[config.mk]
export PLATFORM = sky130hd
export DESIGN_NAME = i2s_stream_tx
export DESIGN_NICKNAME = d
export VERILOG_FILES = /design/src/rtl/i2s_stream_tx.sv
export SDC_FILE = /design/constraint.sdc
export NUM_CORES = 1
export LEC_CHECK = 0
export BUFFER_PORTS_ARGS = -buffer_cell sky130_fd_sc_hd__clkbuf_2
export CORE_AREA = 2 2 196 198
export DETAILED_ROUTE_END_ITERATION = 8
export DIE_AREA = 0 0 198 200
export PLACE_DENSITY = 0.49
export SLEW_MARGIN = 25
export SYNTH_ARGS = -nofsm -noshare
export SYNTH_HDL_FRONTEND = slang
export SYNTH_SLANG_ARGS = --single-unit
[constraint.sdc]
create_clock -name clk -period 3.8 [get_ports clk]
set_clock_uncertainty 0.2 [all_clocks]
set_input_delay 0 -clock clk [delete_from_list [all_inputs] [get_ports clk]]
set_output_delay 0 -clock clk [all_outputs]
set_load 0.02 [all_outputs]
[src/rtl/i2s_stream_tx.sv]
// ---------------------------------------------------------------------------
// i2s_stream_tx
//   Stereo serial-audio transmitter. Sample pairs arrive over a valid/ready
//   stream into a small FIFO. One pair is popped per frame, attenuated by an
//   arithmetic right shift, and serialised MSB-first in I2S (one-bit delay)
//   or left-justified format. MCLK, LRCK and SCK all come from one
//   free-running frame counter.
//
// Ports:
//   clk         system clock
//   rst_n       asynchronous active-low reset
//   en          serialiser run enable; low holds the counter and data at zero
//   in_valid    sample pair valid
//   in_ready    FIFO not full (combinational)
//   in_left     left sample, two's complement
//   in_right    right sample, two's complement
//   vol         attenuation shift 0..7, sampled when a frame loads
//   audio_mclk  master clock, counter bit MCLK_DIV_LOG2
//   audio_lrck  word select, 0 = left, 1 = right
//   audio_sck   bit clock, rising edge mid-bit
//   audio_sdin  registered serial data
//   fifo_level  FIFO occupancy
//   underrun    high in the cycle a frame loads from an empty FIFO
// ---------------------------------------------------------------------------
module i2s_stream_tx #(
  parameter int SAMPLE_W      = 16,
  parameter int SLOT_W        = 16,
  parameter int BIT_DIV_LOG2  = 4,
  parameter int MCLK_DIV_LOG2 = 1,
  parameter int FIFO_DEPTH    = 4,
  parameter int I2S_MODE      = 1,
  parameter int UNDERRUN_HOLD = 1
) (
  input  logic                        clk,
  input  logic                        rst_n,
  input  logic                        en,
  input  logic                        in_valid,
  output logic                        in_ready,
  input  logic [SAMPLE_W-1:0]         in_left,
  input  logic [SAMPLE_W-1:0]         in_right,
  input  logic [2:0]                  vol,
  output logic                        audio_mclk,
  output logic                        audio_lrck,
  output logic                        audio_sck,
  output logic                        audio_sdin,
  output logic [$clog2(FIFO_DEPTH):0] fifo_level,
  output logic                        underrun
);

  localparam int CW      = BIT_DIV_LOG2 + $clog2(SLOT_W) + 1;
  localparam int FRAME_W = 2 * SLOT_W;
  localparam int PTR_W   = $clog2(FIFO_DEPTH);
  localparam int LVL_W   = PTR_W + 1;
  localparam int PAD_W   = SLOT_W - SAMPLE_W;

  logic [CW-1:0]         cnt_reg;
  logic                  en_d_reg;
  logic [FRAME_W-1:0]    sr_reg, sr_next;
  logic                  delay_reg, delay_next;
  logic                  sdin_reg, sdin_next;
  logic [PTR_W-1:0]      wr_ptr_reg, rd_ptr_reg;
  logic [LVL_W-1:0]      level_reg, level_next;
  logic [2*SAMPLE_W-1:0] fifo_mem [FIFO_DEPTH];
  logic [2*SAMPLE_W-1:0] head_pair;
  logic [SLOT_W-1:0]     slot_data [2];

  logic full, empty, push, pop, load, bit_end, frame_end;

  assign full      = (level_reg == LVL_W'(FIFO_DEPTH));
  assign empty     = (level_reg == '0);
  assign in_ready  = ~full;
  assign push      = in_valid & ~full;
  assign frame_end = &cnt_reg;
  assign bit_end   = &cnt_reg[BIT_DIV_LOG2-1:0];
  // A frame loads at the last counter value, or in the first enabled cycle
  // (the counter is parked at zero while disabled).
  assign load      = en & (~en_d_reg | frame_end);
  assign pop       = load & ~empty;
  // Gated by rst_n so the pulse stays low while reset holds en_d_reg at 0.
  assign underrun  = load & empty & rst_n;
  assign head_pair = fifo_mem[rd_ptr_reg];

  // Sample-pair storage; entries need no reset since occupancy is tracked.
  always_ff @(posedge clk) begin
    if (push) begin
      fifo_mem[wr_ptr_reg] <= {in_left, in_right};
    end
  end

  // Per-channel datapath: channel 0 = left (upper half), 1 = right.
  generate
    for (genvar gi = 0; gi < 2; gi++) begin : g_chan
      logic signed [SAMPLE_W-1:0] head_s;
      logic signed [SAMPLE_W-1:0] att_s;
      logic [SAMPLE_W-1:0]        last_reg;
      logic [SAMPLE_W-1:0]        ld_val;

      assign head_s = head_pair[(2-gi)*SAMPLE_W-1 -: SAMPLE_W];
      assign att_s  = head_s >>> vol;

      // The held pair is already attenuated; it is replayed as stored.
      always_comb begin
        ld_val = '0;
        if (pop) begin
          ld_val = att_s;
        end else if (UNDERRUN_HOLD != 0) begin
          ld_val = last_reg;
        end
      end

      // MSB-justify the sample in its slot; low bits are zero padding.
      assign slot_data[gi] = SLOT_W'(ld_val) << PAD_W;

      always_ff @(posedge clk or negedge rst_n) begin
        if (!rst_n) begin
          last_reg <= '0;
        end else if (pop) begin
          last_reg <= att_s;
        end
      end
    end
  endgenerate

  always_comb begin
    sr_next    = sr_reg;
    delay_next = delay_reg;
    if (!en) begin
      sr_next    = '0;
      delay_next = 1'b0;
    end else begin
      // The delay bit captures the outgoing left-justified bit at each bit
      // boundary, giving the one-bit-period lag of I2S.
      if (bit_end) begin
        delay_next = sr_reg[FRAME_W-1];
      end
      if (load) begin
        sr_next = {slot_data[0], slot_data[1]};
      end else if (bit_end) begin
        sr_next = {sr_reg[FRAME_W-2:0], 1'b0};
      end
    end
    sdin_next = (I2S_MODE != 0) ? delay_next : sr_next[FRAME_W-1];
  end

  always_comb begin
    level_next = level_reg;
    case ({push, pop})
      2'b10:   level_next = level_reg + LVL_W'(1);
      2'b01:   level_next = level_reg - LVL_W'(1);
      default: level_next = level_reg;
    endcase
  end

  always_ff @(posedge clk or negedge rst_n) begin
    if (!rst_n) begin
      cnt_reg    <= '0;
      en_d_reg   <= 1'b0;
      sr_reg     <= '0;
      delay_reg  <= 1'b0;
      sdin_reg   <= 1'b0;
      wr_ptr_reg <= '0;
      rd_ptr_reg <= '0;
      level_reg  <= '0;
    end else begin
      cnt_reg    <= en ? cnt_reg + CW'(1) : '0;
      en_d_reg   <= en;
      sr_reg     <= sr_next;
      delay_reg  <= delay_next;
      sdin_reg   <= sdin_next;
      level_reg  <= level_next;
      if (push) begin
        wr_ptr_reg <= wr_ptr_reg + PTR_W'(1);
      end
      if (pop) begin
        rd_ptr_reg <= rd_ptr_reg + PTR_W'(1);
      end
    end
  end

  assign audio_lrck = cnt_reg[CW-1];
  assign audio_sck  = cnt_reg[BIT_DIV_LOG2-1];
  assign audio_mclk = cnt_reg[MCLK_DIV_LOG2];
  assign audio_sdin = sdin_reg;
  assign fifo_level = level_reg;

endmodule

Word-level counts from Yosys, hierarchy flattened
Memories as Yosys holds them, arrays and structs flattened. Cells that the tools add are included. W data, S select, Z words.

Register bits: 82. Memory bits (writable): 128. Bits of input ports: 39. Output and inout port bits: 9. Logic and storage cells: 46. Memories: 1.

Add/subtract/negate cells: 5. Equal/unequal tests: 5. Shifts and indexed selects: 2. Muxes and demuxes: 11. Bitwise gates (word level): 9. Reductions and logical operators: 4.

Memories: fifo_mem (depth 4, bits a word 32, read ports 1, clocked after memory_dff 0, wr ports 1, line 63) `logic [2*SAMPLE_W-1:0] fifo_mem [FIFO_DEPTH];`.

Operators with widths (number): $mux W32 (3); $mux W16 (2); $sshr A16 B3 Y16 (2); $add A9 B1 Y9 const B (1); $mux W9 (1); $reduce_and A9 Y1 (1); $pmux W3 S2 (1); $and A1 B1 Y1 (5); $add A2 B1 Y2 const B (2); $mux W1 (4); $reduce_and A4 Y1 (1); $add A3 B1 Y3 const B (1); $eq A3 B3 Y1 const B (1); $logic_not A3 Y1 (1); $ne A3 B1 Y1 const B (1); $not A1 Y1 (3); $sub A3 B1 Y3 const B (1); $eq A2 B1 Y1 const B (1); $eq A2 B2 Y1 const B (1); $ne A2 B1 Y1 const B (1); $reduce_bool A2 Y1 (1); $or A1 B1 Y1 (1).

Longest topological paths before layout
Gate-level depths: netlist of the first run.

Depth in word-level cells: 7. Depth in mapped cells: 16. Mapped depth without buffers: 13.

Worst setup path after synthesis of the first run
No wires, ideal clock.

Kind: flip-flop to flip-flop. Start point: register cnt_reg[1]. End point: register level_reg[2] (netlist: fifo_level[2]). Setup time: 0.080 ns. Data arrival time: 3.475 ns. Data required time: 3.520 ns. Slack: 0.045 ns. Cell stages (with the launch flop): 17. Buffers on the path: 3. Period minus slack after synthesis: 3.755 ns. Cell sequence: dfrtp_1 ha_1 nand3_1 clkbuf_1 nor3_1 ha_1 nand2b_1 nand3_1 inv_1 clkbuf_1 clkbuf_1 ha_1 inv_1 fa_1 xor2_1 nor2_1 xor2_1.

Cells in the longest elaborated chain, start to end: 6. Elaborated cells on any way between the ends: 8.

Ends and longest elaborated chain: from (decl) (line 56) `logic [CW-1:0] cnt_reg;`; from (signal assigned) (line 165) `cnt_reg <= en ? cnt_reg + CW'(1) : '0;`; $reduce_and A9 Y1 (*) (line 73) `assign frame_end = &cnt_reg;`; $or A1 B1 Y1 (*) (line 77) `assign load = en & (~en_d_reg | frame_end);`; $and A1 B1 Y1 (*) (line 77); $and A1 B1 Y1 (*) (line 78) `assign pop = load & ~empty;`; $eq A2 B1 Y1 / $eq A2 B2 Y1 (equally long branches) (line 147) `case ({push, pop})`; $pmux W3 S2 / $reduce_bool A2 Y1 (equally long branches); to (signal assigned) (line 170) `level_reg <= level_next;`; to (decl) (line 62) `logic [LVL_W-1:0] level_reg, level_next;`.

Every way passes the cells marked *; elsewhere a longest branch is shown, timed or not. A chain may end at the register's enable or synchronous reset.

Worst setup path in the final report of the first run
Start point: register cnt_reg[1]. End point: register sr_reg[24].

Cells in the longest elaborated chain, start to end: 7. Elaborated cells on any way between the ends: 9.

Ends and longest elaborated chain: $reduce_and A9 Y1 (line 73); $or A1 B1 Y1 (line 77); $and A1 B1 Y1 (line 77); $and A1 B1 Y1 (line 78); $mux W16; $mux W32 (line 136) `if (load) begin`; $mux W32 (line 127) `if (!en) begin`; to (signal assigned) (line 167) `sr_reg <= sr_next;`; to (decl) (line 58) `logic [FRAME_W-1:0] sr_reg, sr_next;`.

Several ways; a longest one is shown, not always the timed one.

==> results.cfg, run 1 <==
[run_status]
run_status = complete, no violations

[synth]
synth_area_leaders = edfxtp_1 (34%), dfrtp_1 (18%), mux4_2 (14%)
synth_top_cell_area_share = 0.345
synth-main-ff-cell = edfxtp_1
yosysWarnings = 0
synth_enable_flop_cells = 128
syn_area_sq_mm = 0.0111
ys_ff_latch = 210
ys_types = 70
synth.avg_cell_area_sq_um = 13.2
synthesis.nets = 893
async_flop_share = 0.390
yosysSeqAreaShare = 0.529
yosys.area.top_type = edfxtp_1
netlist_instances = 846

[floorplan]
placementRows = 71
chipHeight_microns = 200
core_sq_mm = 0.0374
initial_core_util = 0.298
die_x_microns = 198
dieArea_sq_mm = 0.0396
ios = 48

[critical_path]
crit_type = register to register
critical-path-slowest-cell = a2111oi_0
cpLargestDelayFamily = buffers and inverters
crit_path_start_kind = register
reg2reg_slack_ns = 0.68
worstPathRequired_ns = 3.99
cp_data_arrival_time_ns = 3.31
path_cells = ha_1 -> nand3_1 -> nor3_1 -> ha_1 -> nand2b_1 -> buf_4 -> nand3_1 -> inv_1 -> buf_4 -> o22ai_1 -> a2111oi_0
path_buf_inv = 3
cpPeakStageDelay_ns = 0.45
critPathCaptureType = register
path_max_fanout = 38

[clocking]
insertion_delay_ns = 0.53
cts_tree = yes
clockBufferDepth = 3
cts.htree.levels = 1
cts_sinks = 210
cts_root_buffer = clkbuf_16
cts_buffers = 24
path_clk_slew_ns = 0.06
ctsResizeCount = 0

[pwr]
power_density_mw_per_mm2 = 655
vdd_drop_max_mv = 0.380
power.total_mw = 8.55
leakagePower_nw = 5.00

[sta]
setup_violations = 0
clock.fmax_mhz = 321
fin_crit_ns = 3.12
rsz0062_at_grt = false
finalSetupTns_ns = 0
slew-limit-headroom = 0.500
hold_viol_final = 0
slew_viol_final = 0
fin_hold_ws_ns = 0.0235
fin_crit_sh = 0.820
worstMarginPinSlew_ns = 0.745

[drt]
via_per_inst = 5.17
drt-initial-drc-count = 564
drtAntennaViolNets = 0
drc_errors = 0
dr.pass1.iters = 5
post_drt_wl_per_cell_microns = 20.4
wirelength_microns = 29500
num_vias = 7503

[global_route]
grt-ovfl-total = 0
grt_pass1_wl_microns = 46700
grt_use_total = 0.153
grt_max_degree = 45
grt_pass1_vias = 7658
antenna_found_initial = 0

[place]
io_buffers = 47
gp_congestion = 0.862
hpwlAfterDp_microns = 20600
placed_cell_area_sq_mm = 0.0119

[finish]
largest_reg_flops = 128
area_growth_pct = 17.2
final_nets = 968
drive_above_1_share = 0.213
antenna_cells = 0
final_area_sq_mm = 0.0131

[min_path]
hold_class = input pin to register

[flow_run]
cap_violations = 0
[cell usage in the layout, fill, tap and decap left out, types with 6 or more instances in the layout]
cell type,netlist,final
a31oi_1,13,13
and2_1,6,6
o21ai_0,20,20
dlygate4sd3_1,1,37
inv_1,13,13
o22ai_1,13,13
clkbuf_2,0,45
a22o_1,8,8
nand3_1,32,32
buf_4,7,30
nand2_1,108,108
and3_1,16,16
o211a_1,10,10
xnor2_1,7,7
clkbuf_16,0,24
dfrtp_1,82,81
clkinv_1,1,6
nand4_1,6,6
a21oi_1,22,22
mux2_2,11,11
nor2_1,32,32
ha_1,7,7
edfxtp_1,128,128
nor3_1,15,15
mux2i_1,66,66
mux4_2,67,67
mux4_1,6,6
nor2b_1,9,8
a22oi_1,7,7
[per-stage QoR]
step | cells | utilization | setup WS [ns]
detailed placement | 1368 | 0.318 | 0.756
global placement | 1368 | 0.318 | 0.806
CTS | 1450 | 0.349 | 0.731
global route | 1450 | 0.349 | 0.477
finish | 1450 | 0.349 | 0.684
floorplan | 846 | - | 0.0450
[metal layers]
metal	GRT usage	part of all wire	vias to the layer above
met5	0	0	-
met4	0.0384	0.021	0
met3	0.0244	0.046	34
met2	0.240	0.46	183
met1	0.221	0.48	3831
li1	-	-	3455
[cell type report]
cell class	instances	area, sq um
fill	3656	24300
sequential	210	5900
clock inverter	18	184
inverter	15	56.3
tap	511	639
multi-input combinational	556	4820
clock buffer	26	608
timing repair buffer	114	861
[cells by family after synthesis]
kind of cell	count (synthesis)	synth area share
muxes	150	0.220
DFF	210	0.529
buffers and inverters	80	0.0393
AOI/OAI and AO/OA	145	0.0939
adders and majority gates	8	0.00965
xor gates and xnor gates	11	0.00864
and+or+nand+nor	242	0.0998
[report_power, final]
| part | total [mW] | leakage [nW] | internal [mW] | switching [mW] |
|---|---|---|---|---|
| Combinational | 2.83 | 2.41 | 1.28 | 1.55 |
| Sequential | 3.41 | 2.19 | 3.02 | 0.393 |
| Clock | 2.32 | 0.388 | 1.37 | 0.948 |
| Total | 8.55 | 5.00 | 5.66 | 2.89 |
[repair_timing]
action,CTS,global route
buffers inserted,0,0
hold buffers,38,0
setup endpoints to repair,0,0
endpoints found under the hold margin,241,0
[path summary, 6_finish.rpt]
path                                           start                         to  cells after the start
worst max-delay path            cnt_reg[1]$_DFF_PN0_     sr_reg[24]$_DFFE_PN0P_                     11
worst min-delay path                      in_left[6]  fifo_mem[1][22]$_DFFE_PP_                      2
worst max register to register  cnt_reg[1]$_DFF_PN0_     sr_reg[24]$_DFFE_PN0P_                     11
worst min register to register  cnt_reg[0]$_DFF_PN0_       cnt_reg[0]$_DFF_PN0_                      1
max in group asynchronous                      rst_n  rd_ptr_reg[1]$_DFFE_PN0N_                      4
min in group asynchronous                      rst_n       cnt_reg[6]$_DFF_PN0_                      4
[cell usage after synthesis, types with 11 or more instances]
library cell	number
a31oi_1	13
edfxtp_1	128
and3_1	16
mux2_2	11
buf_2	17
nor2_1	32
inv_1	13
clkbuf_1	25
dfrtp_1	82
nand3_1	32
nand2_1	108
a21oi_1	22
nor3_1	15
mux2i_1	66
mux4_2	67
o21ai_0	20
o22ai_1	13
[worst register-to-register path: stages, from the launching register on]
cell       delay [ns]
dfrtp_1          0.37
ha_1             0.20
nand3_1          0.10
nor3_1           0.16
ha_1             0.25
nand2b_1         0.13
buf_4            0.22
nand3_1          0.13
inv_1            0.18
buf_4            0.42
o22ai_1          0.17
a2111oi_0        0.45
(Power assumes the default switching activity.)
==> run 2: changes to the inputs <==
PLACE_DENSITY = 0.47   (was 0.49)
clock period = 3.2 ns   (was 3.8 ns; I/O delays follow)
==> results.cfg, run 2 (synthesis gave the netlist of run 1 again) <==
[drt]
post_drt_wl_per_cell_microns = 20.4
drt-initial-drc-count = 637
wirelength_microns = 29900
num_vias = 7562
dr.pass1.iters = 8
drtAntennaViolNets = 0
drc_errors = 0
via_per_inst = 5.17

[pwr]
power.internal_mw = 6.75
pwr-share-clk = 0.267
p_comb_frac = 0.332
vdd_drop_max_mv = 0.348
power.total_mw = 10.2
p_seq_frac = 0.401
power_density_mw_per_mm2 = 773
leakagePower_nw = 5.04
power_switching_mw = 3.43
swShare = 0.337

[finish]
mostFrequentLayoutCells = edfxtp_1 (128), nand2_1 (108), dfrtp_1 (80)
final_nets = 980
drive_above_1_share = 0.228
final_common_cell = edfxtp_1
largest_reg_flops = 128
area_growth_pct = 18.1
antenna_cells = 0

[run_status]
run_status = complete, no violations

[global_route]
grt_pass1_wl_microns = 46700
antenna_found_initial = 0
grt_pass1_vias = 7629
grt_use_total = 0.153
grt-ovfl-total = 0
grt_max_degree = 51

[place]
pre_cts_ws_ns = 0.325
hpwlAfterDp_microns = 21000
io_buffers = 47
gp_congestion = 0.843

[min_path]
hold_class = input pin to register

[clocking]
cts_tree = yes
cts_buffers = 25
post-cts-setup-buffer-count = 0
cts_sinks = 210
cts_root_buffer = clkbuf_16
clockBufferDepth = 3
path_clk_slew_ns = 0.06
insertion_delay_ns = 0.54
cts.htree.levels = 1

[floorplan]
die_x_microns = 198
core_sq_mm = 0.0374
dieArea_sq_mm = 0.0396
placementRows = 71
ios = 48
initial_core_util = 0.298
chipHeight_microns = 200

[sta]
slew_viol_final = 0
setup_violations = 0
hold_viol_final = 0
fin_crit_sh = 0.897
setup_slack_ns = 0.330
fin_crit_ns = 2.87
finalSetupTns_ns = 0
fin_hold_ws_ns = 0.0236
clock.fmax_mhz = 348
slew-limit-headroom = 0.530
rsz0062_at_grt = false
worstMarginPinSlew_ns = 0.705

[critical_path]
worstPathRequired_ns = 3.40
crit_path_end = sr_reg[7]$_DFFE_PN0P_
crit_type = register to register
critPathCaptureType = register
path_max_fanout = 34
crit_path_start_kind = register
cp_data_arrival_time_ns = 3.07
reg2reg_slack_ns = 0.33
rr_startpoint = rd_ptr_reg[1]$_DFFE_PN0N_
r2r_cells = 5
r2r_end = sr_reg[7]$_DFFE_PN0P_
cp-startpoint = rd_ptr_reg[1]$_DFFE_PN0N_

[flow_run]
cap_violations = 0
run 2: layer usage:
metal / vias up / global-route usage / wire [microns]
li1: 3479 / - / -
met1: 3880 / 0.224 / 14400
met2: 162 / 0.245 / 13900
met3: 41 / 0.0163 / 999
met4: 0 / 0.0368 / 559
met5: - / 0 / 0
run 2: how the worst min path moves through the flow:
stage,depth (start not counted),end,startpoint
floorplan,0,audio_sdin$_DFFE_PN0P_,rst_n
CTS,2,fifo_mem[3][22]$_DFFE_PP_,in_left[6]
finish,2,fifo_mem[2][30]$_DFFE_PP_,in_left[14]
global placement,1,audio_sdin$_DFFE_PN0P_,rst_n
detailed placement,1,sr_reg[31]$_DFFE_PN0P_,rst_n
global route,2,fifo_mem[2][20]$_DFFE_PP_,in_left[4]
run 2: worst max-delay path, stage by stage (launching register included):
cell     delay (ns)
dfrtp_4        0.82
mux4_2         0.63
mux2_2         0.29
a221o_1        0.34
o22a_1         0.22
o211a_1        0.21
run 2: layout make-up:
type | instances | area, sq um
fill | 3667 | 24200
clock inverter | 16 | 138
timing repair buffer | 125 | 951
clock buffer | 29 | 641
tap | 511 | 639
multi-input combinational | 556 | 4840
inverter | 15 | 56.3
sequential | 210 | 5900
run 2: what timing repair did:
item                                   in CTS  in global routing
resized for setup                           0                  0
hold buffers                               38                  0
endpoints found under the hold margin     259                  0
run 2: power by group through the flow:
stage / clock (mW) / sequential (mW) / combinational [mW]
3_5_place_dp: 0 / 4.14 / 3.35
4_1_cts: 2.80 / 4.09 / 3.40
6_report: 2.72 / 4.08 / 3.38
5_1_grt: 2.91 / 4.16 / 3.68
2_1_floorplan: 0 / 3.87 / 2.56
3_3_place_gp: 0 / 4.15 / 3.34
run 2: per-stage QoR:
step                      cells  cell area [sq um]   util
after floorplan             846              11200      -
after global placement     1379              12000  0.321
after detailed placement   1379              12000  0.321
after CTS                  1462              13200  0.352
after global routing       1462              13200  0.352
final                      1462              13200  0.352
